$ cat src/rtl/cpu_sequencer_if.sv
// Loader-to-sequencer program stream: valid/ready handshake carrying one
// instruction word per transfer, with prog_last marking the final word.
interface cpu_sequencer_if;
  logic       prog_valid;
  logic [7:0] prog_data;
  logic       prog_last;
  logic       prog_ready;

  modport master (output prog_valid, output prog_data, output prog_last, input  prog_ready);
  modport slave  (input  prog_valid, input  prog_data, input  prog_last, output prog_ready);
endinterface

$ cat src/rtl/cpu_sequencer.sv
// Sequencer in front of the control unit: streams a program into instruction
// memory, then alternates fetch/execute until HALT, watchdog expiry, or stepping.
module cpu_sequencer #(
  parameter int unsigned MEM_DEPTH   = 16,
  parameter logic [7:0]  HALT_OPCODE = 8'hFF,
  parameter int unsigned MAX_INSTR   = 200
) (
  input  logic             clk,
  input  logic             rst,
  cpu_sequencer_if.slave   prog,
  input  logic             start,
  input  logic             step_mode,
  input  logic             step,
  input  logic [7:0]       instr,
  output logic             state,
  output logic             load,
  output logic [7:0]       instr_i,
  output logic             loaded,
  output logic             running,
  output logic             halted,
  output logic             timeout,
  output logic [7:0]       instr_cnt
);

  localparam int unsigned CNT_W = $clog2(MEM_DEPTH) + 1;

  typedef enum logic [2:0] {IDLE, LOAD, FETCH, EXEC, STOP} fsm_t;

  fsm_t             cur, nxt;
  logic [CNT_W-1:0] load_cnt;
  logic             accept;
  logic             last_word;
  logic             is_halt;
  logic             hit_max;
  logic [8:0]       cnt_plus;

  always_comb begin
    prog.prog_ready = (cur == LOAD);
    accept          = prog.prog_valid && (cur == LOAD);
    load            = accept;
    instr_i         = accept ? prog.prog_data : '0;
    state           = (cur == EXEC);
    running         = (cur == FETCH) || (cur == EXEC);
    last_word       = prog.prog_last || (load_cnt == CNT_W'(MEM_DEPTH - 1));
    is_halt         = (instr == HALT_OPCODE);
    cnt_plus        = {1'b0, instr_cnt} + 9'd1;
    hit_max         = (cnt_plus == 9'(MAX_INSTR));
  end

  always_comb begin
    nxt = cur;
    case (cur)
      IDLE:  if (prog.prog_valid)       nxt = LOAD;
             else if (start && loaded)  nxt = FETCH;
      LOAD:  if (accept && last_word)   nxt = IDLE;
      FETCH: if (!step_mode || step)    nxt = EXEC;
      EXEC:  nxt = (is_halt || hit_max) ? STOP : FETCH;
      STOP:  if (!start)                nxt = IDLE;
      default:                          nxt = IDLE;
    endcase
  end

  always_ff @(posedge clk or negedge rst) begin
    if (!rst) cur <= IDLE;
    else      cur <= nxt;
  end

  // Status/counter registers follow the same state decode as the FSM above.
  always_ff @(posedge clk or negedge rst) begin
    if (!rst) begin
      load_cnt  <= '0;
      loaded    <= 1'b0;
      halted    <= 1'b0;
      timeout   <= 1'b0;
      instr_cnt <= '0;
    end else begin
      case (cur)
        IDLE: begin
          if (prog.prog_valid) begin
            loaded   <= 1'b0;
            halted   <= 1'b0;
            timeout  <= 1'b0;
            load_cnt <= '0;
          end else if (start && loaded) begin
            instr_cnt <= '0;
            halted    <= 1'b0;
            timeout   <= 1'b0;
          end
        end
        LOAD: begin
          if (accept) begin
            load_cnt <= load_cnt + CNT_W'(1);
            if (last_word) loaded <= 1'b1;
          end
        end
        EXEC: begin
          instr_cnt <= cnt_plus[8] ? 8'hFF : cnt_plus[7:0];
          if (is_halt)      halted  <= 1'b1;
          else if (hit_max) timeout <= 1'b1;
        end
        default: ;
      endcase
    end
  end

endmodule
$ cat src/flat_wrapper.sv
// flat-port wrapper written by rule: the top's interface ports become plain ports
module cpu_sequencer_flat 
#(
  parameter int unsigned MEM_DEPTH   = 16,
  parameter logic [7:0]  HALT_OPCODE = 8'hFF,
  parameter int unsigned MAX_INSTR   = 200
)
  (clk, rst, start, step_mode, step, instr, state, load, instr_i, loaded, running, halted, timeout, instr_cnt, prog_prog_valid, prog_prog_data, prog_prog_last, prog_prog_ready);
  cpu_sequencer_if prog_i ();
  input  logic clk;
  input  logic rst;
  input  logic start;
  input  logic step_mode;
  input  logic step;
  input  logic [7:0] instr;
  output logic state;
  output logic load;
  output logic [7:0] instr_i;
  output logic loaded;
  output logic running;
  output logic halted;
  output logic timeout;
  output logic [7:0] instr_cnt;
  input wire logic [$bits(prog_i.prog_valid)-1:0] prog_prog_valid;
  input wire logic [$bits(prog_i.prog_data)-1:0] prog_prog_data;
  input wire logic [$bits(prog_i.prog_last)-1:0] prog_prog_last;
  output wire logic [$bits(prog_i.prog_ready)-1:0] prog_prog_ready;
  assign prog_i.prog_valid = prog_prog_valid;
  assign prog_i.prog_data = prog_prog_data;
  assign prog_i.prog_last = prog_prog_last;
  assign prog_prog_ready = prog_i.prog_ready;
  cpu_sequencer #(.MEM_DEPTH(MEM_DEPTH), .HALT_OPCODE(HALT_OPCODE), .MAX_INSTR(MAX_INSTR)) u_core (.clk(clk), .rst(rst), .prog(prog_i), .start(start), .step_mode(step_mode), .step(step), .instr(instr), .state(state), .load(load), .instr_i(instr_i), .loaded(loaded), .running(running), .halted(halted), .timeout(timeout), .instr_cnt(instr_cnt));
endmodule
$ cat config.mk
export PLATFORM = sky130hd
export DESIGN_NAME = cpu_sequencer_flat
export DESIGN_NICKNAME = d
export VERILOG_FILES = /design/src/rtl/cpu_sequencer_if.sv /design/src/rtl/cpu_sequencer.sv /design/src/flat_wrapper.sv
export SDC_FILE = /design/constraint.sdc
export NUM_CORES = 1
export LEC_CHECK = 0
export CORE_MARGIN = 2
export CORE_UTILIZATION = 38
export CTS_CLUSTER_DIAMETER = 100
export DETAILED_ROUTE_END_ITERATION = 10
export MAX_ROUTING_LAYER = met4
export PLACE_DENSITY = 0.77
export SLEW_MARGIN = 30
export SYNTH_ARGS = -nofsm -noshare
export SYNTH_HDL_FRONTEND = slang
export SYNTH_SLANG_ARGS = --single-unit
$ cat constraint.sdc
create_clock -name clk -period 1.6 [get_ports clk]
set_input_delay 0.24 -clock clk [delete_from_list [all_inputs] [get_ports clk]]
set_output_delay 0.24 -clock clk [all_outputs]
set_load 0.005 [all_outputs]
Word level (Yosys, flattened, before mapping):

Cells that the tools add are included.

* reduce and logical (&&, ||, !) cells: 17
* eq/ne operators: 19
* mux-type cells: 26
* add/sub/neg operators: 2

Operators with widths (number)
* two-way mux 8 bit: 4
* two-way mux 3 bit: 6
* case mux 8 bit (2 select lines): 1
* case mux 3 bit (5 select lines): 1
* inequality test 2 x 1 -> 1 bit, second input constant: 6
* AND reduction 4 bit: 3
* two-way mux 5 bit: 2
* inequality test 2 bit, second input constant: 5
* case mux 5 bit (2 select lines): 1
* adder 8 x 1 -> 9 bit, second input constant: 1
* == test 9 x 8 -> 1 bit, second input constant: 1
* AND reduction 3 bit: 3
* == test 8 bit, second input constant: 1
* two-way mux 1 bit: 8
* == test 3 x 2 -> 1 bit, second input constant: 2
* case mux 1 bit (2 select lines): 3
* adder 5 x 1 -> 5 bit, second input constant: 1
* == test 5 x 4 -> 1 bit, second input constant: 1
* logical OR 1 bit: 4
* nonzero test 2 bit: 2
* == test 3 x 1 -> 1 bit, second input constant: 1
* == test 3 bit, second input constant: 1
* logical AND 1 bit: 3
* zero test 3 bit: 1
* other kinds (2): 2

* input port bits: 23
* register bits: 19
* output and inout bits: 23

Depth between registers and ports, before layout:

Gate-level depths: netlist of run 1.

* depth in word-level cells: 5
* gate-level depth with buffers: 7
* mapped depth without buffers: 7

Worst setup path before layout of run 1:

Ideal clock, no wire load.

* kind: reg-to-reg
* start point: reg u_core.load_cnt[0]
* end point: reg u_core.cur[0]
* setup slack: 55 ps
* arrival time: 1444 ps
* stages on the path, launching flop included: 8
* clock period less this slack: 1545 ps
* library setup time: 101 ps
* path through: dfrtp_1 > ha_1 > and3_1 > ha_1 > nor2_1 > nor2b_1 > o21a_1 > nor4_1

* cells in the longest elaborated chain, start to end: 5

Ends and longest elaborated chain
* start: declaration: line cpu_sequencer.sv:30 `logic [CNT_W-1:0] load_cnt;`
* start signal: assignment: line cpu_sequencer.sv:92 `load_cnt <= load_cnt + CNT_W'(1);`
* == test 5 x 4 -> 1 bit: line cpu_sequencer.sv:44 `last_word = prog.prog_last || (load_cnt == CNT_W'(MEM_DEPTH - 1));`
* logical OR 1 bit: line cpu_sequencer.sv:44
* logical AND 1 bit: line cpu_sequencer.sv:55 `LOAD: if (accept && last_word) nxt = IDLE;`
* inequality test 2 x 1 -> 1 bit (no source line)
* AND reduction 4 bit (no source line)
* end signal: assignment: line cpu_sequencer.sv:65 `else cur <= nxt;`
* end: declaration: line cpu_sequencer.sv:29 `fsm_t cur, nxt;`

No other way between the ends.
A chain may end at the register's enable or synchronous reset.

Worst setup path in the final report of run 1:

* start point: reg u_core.cur[2]
* end point: out instr_i[0]

* cells in the longest elaborated chain, start to end: 3

Ends and longest elaborated chain
* == test 3 x 1 -> 1 bit: line cpu_sequencer.sv:39 `accept = prog.prog_valid && (cur == LOAD);`
* logical AND 1 bit: line cpu_sequencer.sv:39
* two-way mux 8 bit: line cpu_sequencer.sv:41 `instr_i = accept ? prog.prog_data : '0;`
* end: declaration: line flat_wrapper.sv:18 `output logic [7:0] instr_i;`

No other way between the ends.

==> results of run 1 <==
-- power by group through the flow --
stage	clock (W)	combinational, W	sequential (W)
3_5_place_dp	0	0.000743	0.000755
2_1_floorplan	0	0.000320	0.000735
6_report	0.000276	0.000863	0.000768
3_3_place_gp	0	0.000707	0.000740
5_1_grt	0.000295	0.000955	0.000791
4_1_cts	0.000266	0.000819	0.000749
-- flip-flops by register name, indices dropped and copies added (netlist names) --
signal / cells
u_core.instr_cnt: 8
u_core.load_cnt: 5
u_core.cur: 3
u_core.halted: 1
u_core.loaded: 1
u_core.timeout: 1
-- synth_stat cells (all sizes together), types with 3 or more instances --
library cell,n,area [µm²]
nand2,9,33.8
nor2,15,56.3
o21ai,5,25.0
nor3,4,25.0
o22ai,3,18.8
ha,3,37.5
nand4,3,18.8
dfrtp,19,475
clkbuf,5,18.8
and3,13,81.3
inv,8,30.0
a21oi,8,40.0
nand3,6,30.0
-- metrics by stage --
stage          setup slack [ns]  std cells  hold slack, ns
4_1_cts                 -0.0717        231           0.266
6_report                 -0.109        233           0.242
3_5_place_dp             -0.374        222           0.485
2_1_floorplan            0.0552        131         -0.0556
5_1_grt                  -0.174        233           0.264
3_3_place_gp             -0.331        222           0.474
-- worst min path at each step --
stage                           to  slack, ns  cells after the start
3_3_place_gp    u_core.load_cnt[1]       0.47                      2
6_report       u_core.instr_cnt[2]       0.24                      2
2_1_floorplan        u_core.cur[0]      -0.06                      0
4_1_cts        u_core.instr_cnt[6]       0.27                      2
3_5_place_dp    u_core.load_cnt[1]       0.48                      2
5_1_grt             u_core.timeout       0.26                      2
-- cells by family (layout without fill, tap and decap cells) --
group                    after synthesis  after routing  synth area share [%]
buffers and inverters                 14             85                  4.73
adder cells (fa/ha/maj)                3              3                  3.30
AO/OA/AOI/OAI                         32             32                  19.3
AND/OR/NAND/NOR                       61             61                  29.0
multiplexers                           2              2                  1.87
flip-flops                            19             19                  41.8
-- area by class of cell --
class                   instances  area (µm²)
well taps                      31        38.8
repair buffers                 73         639
clock buffers                   4        26.3
multi-input cells              98         702
fillers                       240         886
flip-flops and latches         19         483
inverters                       8        30.0
-- per-layer routing --
| metal | GRT usage [%] | vias up | wire (µm) |
|---|---|---|---|
| met3 | 1.98 | 5 | 167 |
| met4 | 9.74 | 0 | 67 |
| li1 | - | 625 | - |
| met1 | 27.7 | 619 | 1530 |
| met2 | 38.1 | 47 | 2020 |
| met5 | - | - | 0 |
-- what timing repair did --
action	in CTS	in global routing
setup endpoints to repair	18	27
gates resized for setup	64	15
gates cloned	0	0
hold buffers	0	0
pin swaps	14	4
setup buffers	8	3
==> results.yml, run 1 <==
outcome:
  status: "finished with violations"
  violations: "design-rule violations, negative setup slack"
critical_path:
  ff2ff_path_depth: 5
  worst_setup_path_end_kind: "primary output"
  critPathSlowestCell: "dfrtp_1"
  worst-endpoint-arrival_ns: 1.47
  required_ns: 1.36
  path_buf_inv: 3
  critPathLaunch: "u_core.cur[2]"
  max_stage_delay_ns: 0.42
  crit_path_start_kind: "flop"
  cp_max_fo: 8
  worstPathCellList: "buf_6 > nor3b_4 > buf_6 > and3_1 > buf_2"
  r2r_end: "u_core.instr_cnt[4]"
  crit_family: "flip-flops"
  reg2reg_slack_ns: -0.03
  endpoint: "instr_i[0]"
  path_depth: 5
  r2r-start: "u_core.cur[1]"
  worst-setup-path-type: "flop to primary output"
  crit_top_cell: "buf_6"
finish:
  n_antenna_cell: 0
  final_cell_mix: "32 x clkdlybuf4s50_1, 25 x buf_4, 13 x dfrtp_1, 12 x nor2_1, 11 x and3_1"
  layout_commonest_cell: "clkdlybuf4s50_1"
  final_nets: 229
  design_area_um2: 1920
  syn_to_final_growth_pct: 68.6
  drive_gt1_share_pct: 34.7
  post-route-util_pct: 68.4
power:
  clkPwrFrac_pct: 14.5
  internal_power_w: 0.00123
  combPwrFrac_pct: 45.3
  switching_power_w: 0.000681
  ir_drop_v: 0.000571
  power_w: 0.00191
  pwr-share-seq_pct: 40.3
  leakagePower_nw: 0.874
  p_per_area_nw_per_um2: 994
  swShare_pct: 35.7
placement:
  portBuffers: 45
  placed_cell_area_um2: 1760
  place_congestion: 0.891
  dp_hpwl_mm: 2.69
timing:
  min_period_ns: 1.71
  setup_ws_ns: -0.109
  rsz0062_at_grt: "true"
  fmax_mhz: 585
  setup_viol: 12
  timing.final.max_slew_violations: 0
  finalCritPeriodShare_pct: 107
  maxSlewHeadroom_pct: 75.6
  tns_ns: -0.910
  final-hold-violation-count: 0
  worst_pin_slew_ns: 0.363
  fin_skew_ns: 0.00346
clock_network:
  clk_pin_slew_ns: 0.12
  cts_buffers: 3
  ctsLongestPathBuffers: 2
  cts_tree: "done"
  cts_root_buf: "clkbuf_4"
  cts_sinks: 19
  insertion_delay_ns: 0.33
  htreeDepth: 1
synthesis:
  synth_cell_types: 41
  synth.cell_area_um2: 1140
  synth_warnings: 0
  ys_ff_latch: 19
  syn_nets: 157
  ys_seq_area_share_pct: 41.8
  synth-async-reset-ratio_pct: 100
  syn-instance-count: 131
  synth_edf_count: 0
  ys.flop_type: "dfrtp_1"
  synth_area_per_cell_um2: 8.69
floorplanning:
  die_h_um: 58.7
  start_util_pct: 40.6
  dieArea_um2: 3450
  io-pin-count: 46
  coreArea_um2: 2810
  rows: 19
  die_w_um: 58.7
global_routing:
  grt_pass1_wl_mm: 5.75
  grt_overflow: 0
  antenna_found_initial: 0
  grt_start_max_net_pins: 20
  track_usage_pct: 22.6
  grt_pass1_vias: 1247
worst_hold_path:
  min_path_type: "input pin to asynchronous set/reset pin"
drt:
  ant_nets: 0
  vias_per_cell: 5.56
  routed_wl_mm: 3.79
  drt_iter0_drc: 71
  route.detailed.drc: 1
  dr.pass1.iters: 9
  vias: 1296
  wl_per_cell_um: 16.3
flow_run:
  max-cap-violations: 0
Power figures use the tool's default switching activity.
==> inputs of run 2 (changes only) <==
- MAX_ROUTING_LAYER: met4 -> default
==> run 2 against run 1 <==
  * Sequential cell count stayed put
  * Via count up 1.8%
  * Clock power hardly changed
  * First-iteration DRC count fell by 25%
  * Cell count is the same
  * Largest power group unchanged
  * Critical endpoint unchanged
  * Sequential power about the same
  * Critical path depth unchanged
  * The run still ends with design-rule violations, negative setup slack left
  * Setup slack gained 0.0021 ns
  * Combinational power is essentially flat
  * Routed wire length fell by 0.11%
==> results.yml, run 2 (synthesized netlist as in run 1, its figures left out) <==
critical_path:
  worst-setup-path-type: "flop to primary output"
  worst-endpoint-arrival_ns: 1.47
  cp_max_fo: 8
  worst_setup_path_end_kind: "primary output"
  required_ns: 1.36
  reg2reg_slack_ns: -0.02
  ff2ff_path_depth: 5
  path_buf_inv: 3
  worstPathCellList: "buf_6 > nor3b_4 > buf_6 > and3_1 > buf_2"
  r2r-start: "u_core.cur[1]"
  crit_top_cell: "buf_6"
  r2r_end: "u_core.instr_cnt[4]"
  critPathLaunch: "u_core.cur[2]"
  max_stage_delay_ns: 0.42
  crit_path_start_kind: "flop"
  crit_family: "flip-flops"
  critPathSlowestCell: "dfrtp_1"
finish:
  syn_to_final_growth_pct: 68.6
  drive_gt1_share_pct: 34.7
  n_antenna_cell: 0
  reg_top3: "u_core.instr_cnt (8), u_core.load_cnt (5), u_core.cur (3)"
  seq_area_um2: 483
  multiInputGateArea_um2: 702
  final_nets: 229
  fill_cells: 240
  fin_cells: 233
  largest_register_ff_count: 8
  final_cell_mix: "32 x clkdlybuf4s50_1, 25 x buf_4, 13 x dfrtp_1, 12 x nor2_1, 11 x and3_1"
  layout_commonest_cell: "clkdlybuf4s50_1"
  top_register: "u_core.instr_cnt"
outcome:
  violations: "design-rule violations, negative setup slack"
  status: "finished with violations"
placement:
  dp_hpwl_mm: 2.69
  place_congestion: 0.877
  dp.cells: 222
  portBuffers: 45
timing:
  fmax_mhz: 586
  setup_viol: 12
  rsz0062_at_grt: "true"
  final-hold-violation-count: 0
  fin_skew_ns: 0.00914
  tns_ns: -0.876
  timing.final.max_slew_violations: 0
  min_period_ns: 1.71
  worst_pin_slew_ns: 0.363
  finalCritPeriodShare_pct: 107
  maxSlewHeadroom_pct: 75.6
  setup_ws_ns: -0.107
drt:
  routed_wl_mm: 3.79
  wl_per_cell_um: 16.3
  ant_nets: 0
  dr.pass1.iters: 7
  vias_per_cell: 5.66
  drt_iter0_drc: 53
  route.detailed.drc: 1
  vias: 1319
global_routing:
  grt_pass1_vias: 1245
  track_usage_pct: 22.0
  grt_overflow: 0
  grt_pass1_wl_mm: 5.77
  antenna_found_initial: 0
  grt_start_max_net_pins: 20
floorplanning:
  dieArea_um2: 3450
  start_util_pct: 40.6
  rows: 19
  io-pin-count: 46
  die_h_um: 58.7
  die_w_um: 58.7
  coreArea_um2: 2810
clock_network:
  insertion_delay_ns: 0.33
  cts_tree: "done"
  cts_sinks: 19
  htreeDepth: 1
  ctsLongestPathBuffers: 2
  cts_root_buf: "clkbuf_4"
  cts_buffers: 3
  clk_pin_slew_ns: 0.13
power:
  ir_drop_v: 0.000573
  leakagePower_nw: 0.874
  p_per_area_nw_per_um2: 996
  power_w: 0.00191
worst_hold_path:
  min_path_type: "input pin to asynchronous set/reset pin"
flow_run:
  max-cap-violations: 0
==> run 2: cell counts in the layout (fill, tap and decap cells not counted) <==
Identical to the previous run, type by type.
==> run 2: worst reg2reg max path, cell delays in order (launching register included) <==
cell	delay, ns
dfrtp_1	0.43
buf_4	0.19
nor3_4	0.16
a32oi_2	0.14
or2_1	0.25
a221o_1	0.35
==> run 2: metal layers <==
layer  vias to the layer above  part of all wire, %  global-route usage, %
met1                       640                   40                   27.4
met2                        51                   54                   38.3
li1                        621                    -                      -
met4                         0                  2.1                   9.74
met5                         -                    0                      0
met3                         7                  4.4                   2.20
==> run 2: area by class of cell <==
cell class	count	share of cell area (%)
Inverter	8	1.56
Timing Repair Buffer	73	33.3
Clock buffer	4	1.37
Multi-Input combinational cell	98	36.6
Tap cell	31	2.02
Sequential cell	19	25.2
==> run 2: worst max path at each step <==
stage                     cells after the start            end  slack, ns
final                                         5     instr_i[0]      -0.11
after CTS                                     5     instr_i[0]      -0.07
after floorplan                               7  u_core.cur[0]       0.06
after global placement                        5     instr_i[5]      -0.33
after global routing                          5     instr_i[0]      -0.17
after detailed placement                      5     instr_i[0]      -0.37
==> run 2: repair_timing <==
item,in CTS,in global routing
setup buffers,8,3
hold buffers,0,0
pin swaps,14,4
setup endpoints to repair,18,26
resized for setup,64,15
==> run 2: report_power, final <==
group | internal [W] | switching, W | total (W)
sequential | 0.000611 | 0.000159 | 0.000769
combinational | 0.000517 | 0.000345 | 0.000863
clock | 0.0000981 | 0.000181 | 0.000279
==> run 2: per-stage QoR <==
step	util, %	area, µm²	setup WS (ns)	hold WS [ns]
final	68.4	1920	-0.107	0.233
after global routing	68.4	1920	-0.174	0.265
after CTS	66.5	1860	-0.0717	0.266
after detailed placement	62.8	1760	-0.374	0.485
after global placement	62.8	1760	-0.331	0.474
after floorplan	-	1140	0.0552	-0.0556
==> inputs of run 3 (changes only) <==
- REMOVE_ABC_BUFFERS: default -> 1
==> run 3 against run 2 <==
  * The run still ends with design-rule violations, negative setup slack left
  * Largest power group unchanged
  * Die area unchanged
  * Setup slack lost 0.076 ns
  * Routed wire length is 2.4% higher
  * Largest cell class unchanged
  * Clock power fell by 7.5%
  * Final area rose by 3.9%
  * Clock-buffer cell count decreased by 1
  * Maximum frequency fell by 4.3%
==> results.yml, run 3 (synthesized netlist as in run 1, its figures left out) <==
outcome:
  status: "finished with violations"
  violations: "design-rule violations, negative setup slack"
clock_network:
  cts_buffers: 3
  postCtsHoldBufs: 0
  htreeDepth: 1
  cts_sinks: 19
  ctsLongestPathBuffers: 2
  cts_tree: "done"
  insertion_delay_ns: 0.31
  cts_root_buf: "clkbuf_4"
  clk_pin_slew_ns: 0.12
finish:
  final_nets: 234
  top_register: "u_core.instr_cnt"
  drive_gt1_share_pct: 37.7
  syn_to_final_growth_pct: 75.2
  n_antenna_cell: 0
  reg_top3: "u_core.instr_cnt (8), u_core.load_cnt (5), u_core.cur (3)"
  largest_register_ff_count: 8
  final_cell_mix: "32 x clkdlybuf4s50_1, 23 x buf_4, 13 x buf_6, 13 x dfrtp_1, 11 x nor2_1"
  layout_commonest_cell: "clkdlybuf4s50_1"
timing:
  final-hold-violation-count: 0
  setup_ws_ns: -0.184
  fmax_mhz: 561
  finalCritPeriodShare_pct: 111
  timing.final.max_slew_violations: 0
  min_period_ns: 1.78
  setup_viol: 11
  worst_pin_slew_ns: 0.332
  maxSlewHeadroom_pct: 77.7
  rsz0062_at_grt: "true"
  fin_skew_ns: 0.00835
floorplanning:
  die_h_um: 58.7
  coreArea_um2: 2810
  die_w_um: 58.7
  rows: 19
  start_util_pct: 40.6
  io-pin-count: 46
  dieArea_um2: 3450
global_routing:
  grt_start_max_net_pins: 20
  grt_pass1_vias: 1282
  grt_pass1_wl_mm: 5.78
  antenna_found_initial: 0
  grt_overflow: 0
  track_usage_pct: 22.0
placement:
  portBuffers: 45
  place_congestion: 0.865
  dp_hpwl_mm: 2.48
  pre_cts_ws_ns: -0.384
critical_path:
  worst-endpoint-arrival_ns: 1.54
  worst-setup-path-type: "flop to primary output"
  required_ns: 1.36
  cp_max_fo: 2
  crit_top_cell: "buf_6"
  worstPathCellList: "nor3b_2 > buf_2 > buf_6 > buf_6 > and3_4 > buf_6"
  crit_path_start_kind: "flop"
  path_buf_inv: 4
  critPathSlowestCell: "dfrtp_1"
  r2r-start: "u_core.cur[1]"
  worst_setup_path_end_kind: "primary output"
  critPathLaunch: "u_core.cur[2]"
  max_stage_delay_ns: 0.43
  crit_family: "flip-flops"
drt:
  dr.pass1.iters: 7
  vias: 1361
  drt_iter0_drc: 78
  route.detailed.drc: 1
  routed_wl_mm: 3.88
  vias_per_cell: 5.72
  wl_per_cell_um: 16.3
  ant_nets: 0
power:
  power_w: 0.00187
  leakagePower_nw: 0.895
  ir_drop_v: 0.000479
  p_per_area_nw_per_um2: 939
flow_run:
  max-cap-violations: 0
worst_hold_path:
  min_path_type: "input pin to asynchronous set/reset pin"
[run 3: changes by cell type in the layout (fill, tap and decap cells not counted), sizes merged]
cell | previous run | this run
clkbuf | 4 | 5
clkinv | 0 | 1
buf | 38 | 43
clkdlybuf4s15 | 2 | 0
[run 3: power breakdown]
part | internal (W) | total, W | switching (W) | leakage [nW]
registers | 0.000611 | 0.000762 | 0.000151 | 0.230
clock network | 0.0000933 | 0.000258 | 0.000165 | 0.0177
logic | 0.000505 | 0.000853 | 0.000348 | 0.648
total | 0.00121 | 0.00187 | 0.000664 | 0.895
[run 3: final cells by class]
class,instances,area [µm²]
timing repair buffer,78,707
inverter,8,30.0
fill,217,811
clock inverter,1,5.00
sequential,19,483
multi-input combinational,98,708
clock buffer,3,22.5
tap,31,38.8
[run 3: per-layer routing]
| metal | global-route usage [%] | up-vias | routed length (µm) |
|---|---|---|---|
| met1 | 27.3 | 649 | 1530 |
| met5 | 0 | - | 0 |
| li1 | - | 638 | - |
| met3 | 2.64 | 9 | 251 |
| met4 | 11.0 | 0 | 59 |
| met2 | 37.5 | 65 | 2040 |
[run 3: through the flow]
stage          util, %  instances  TNS [ns]  area (µm²)  hold WS (ns)
2_1_floorplan        -        125   -0.0107        1110       -0.0556
3_3_place_gp      62.0        219     -3.62        1740         0.493
3_5_place_dp      62.0        219     -4.49        1740         0.490
4_1_cts           66.8        234     -1.35        1870         0.261
5_1_grt           71.1        238     -2.23        1990         0.267
6_report          71.1        238     -1.01        1990         0.274
[run 3: repair_timing]
action | in CTS | in global routing
gates cloned | 1 | 0
setup buffers | 10 | 5
pin swaps | 6 | 4
endpoints found under the setup margin | 16 | 28
resized for setup | 60 | 32
[run 3: final timing paths]
| kind | endpoint | slack (ns) | cells after the start |
|---|---|---|---|
| min in group clk | u_core.cur[0] | 0.45 | 4 |
| hold reg to reg | u_core.halted | 0.52 | 2 |
| setup reg to reg | u_core.instr_cnt[4] | -0.15 | 6 |
| hold / removal | u_core.timeout | 0.27 | 2 |
| setup / recovery | instr_i[7] | -0.18 | 6 |
| max in group asynchronous | u_core.instr_cnt[1] | 1.10 | 2 |
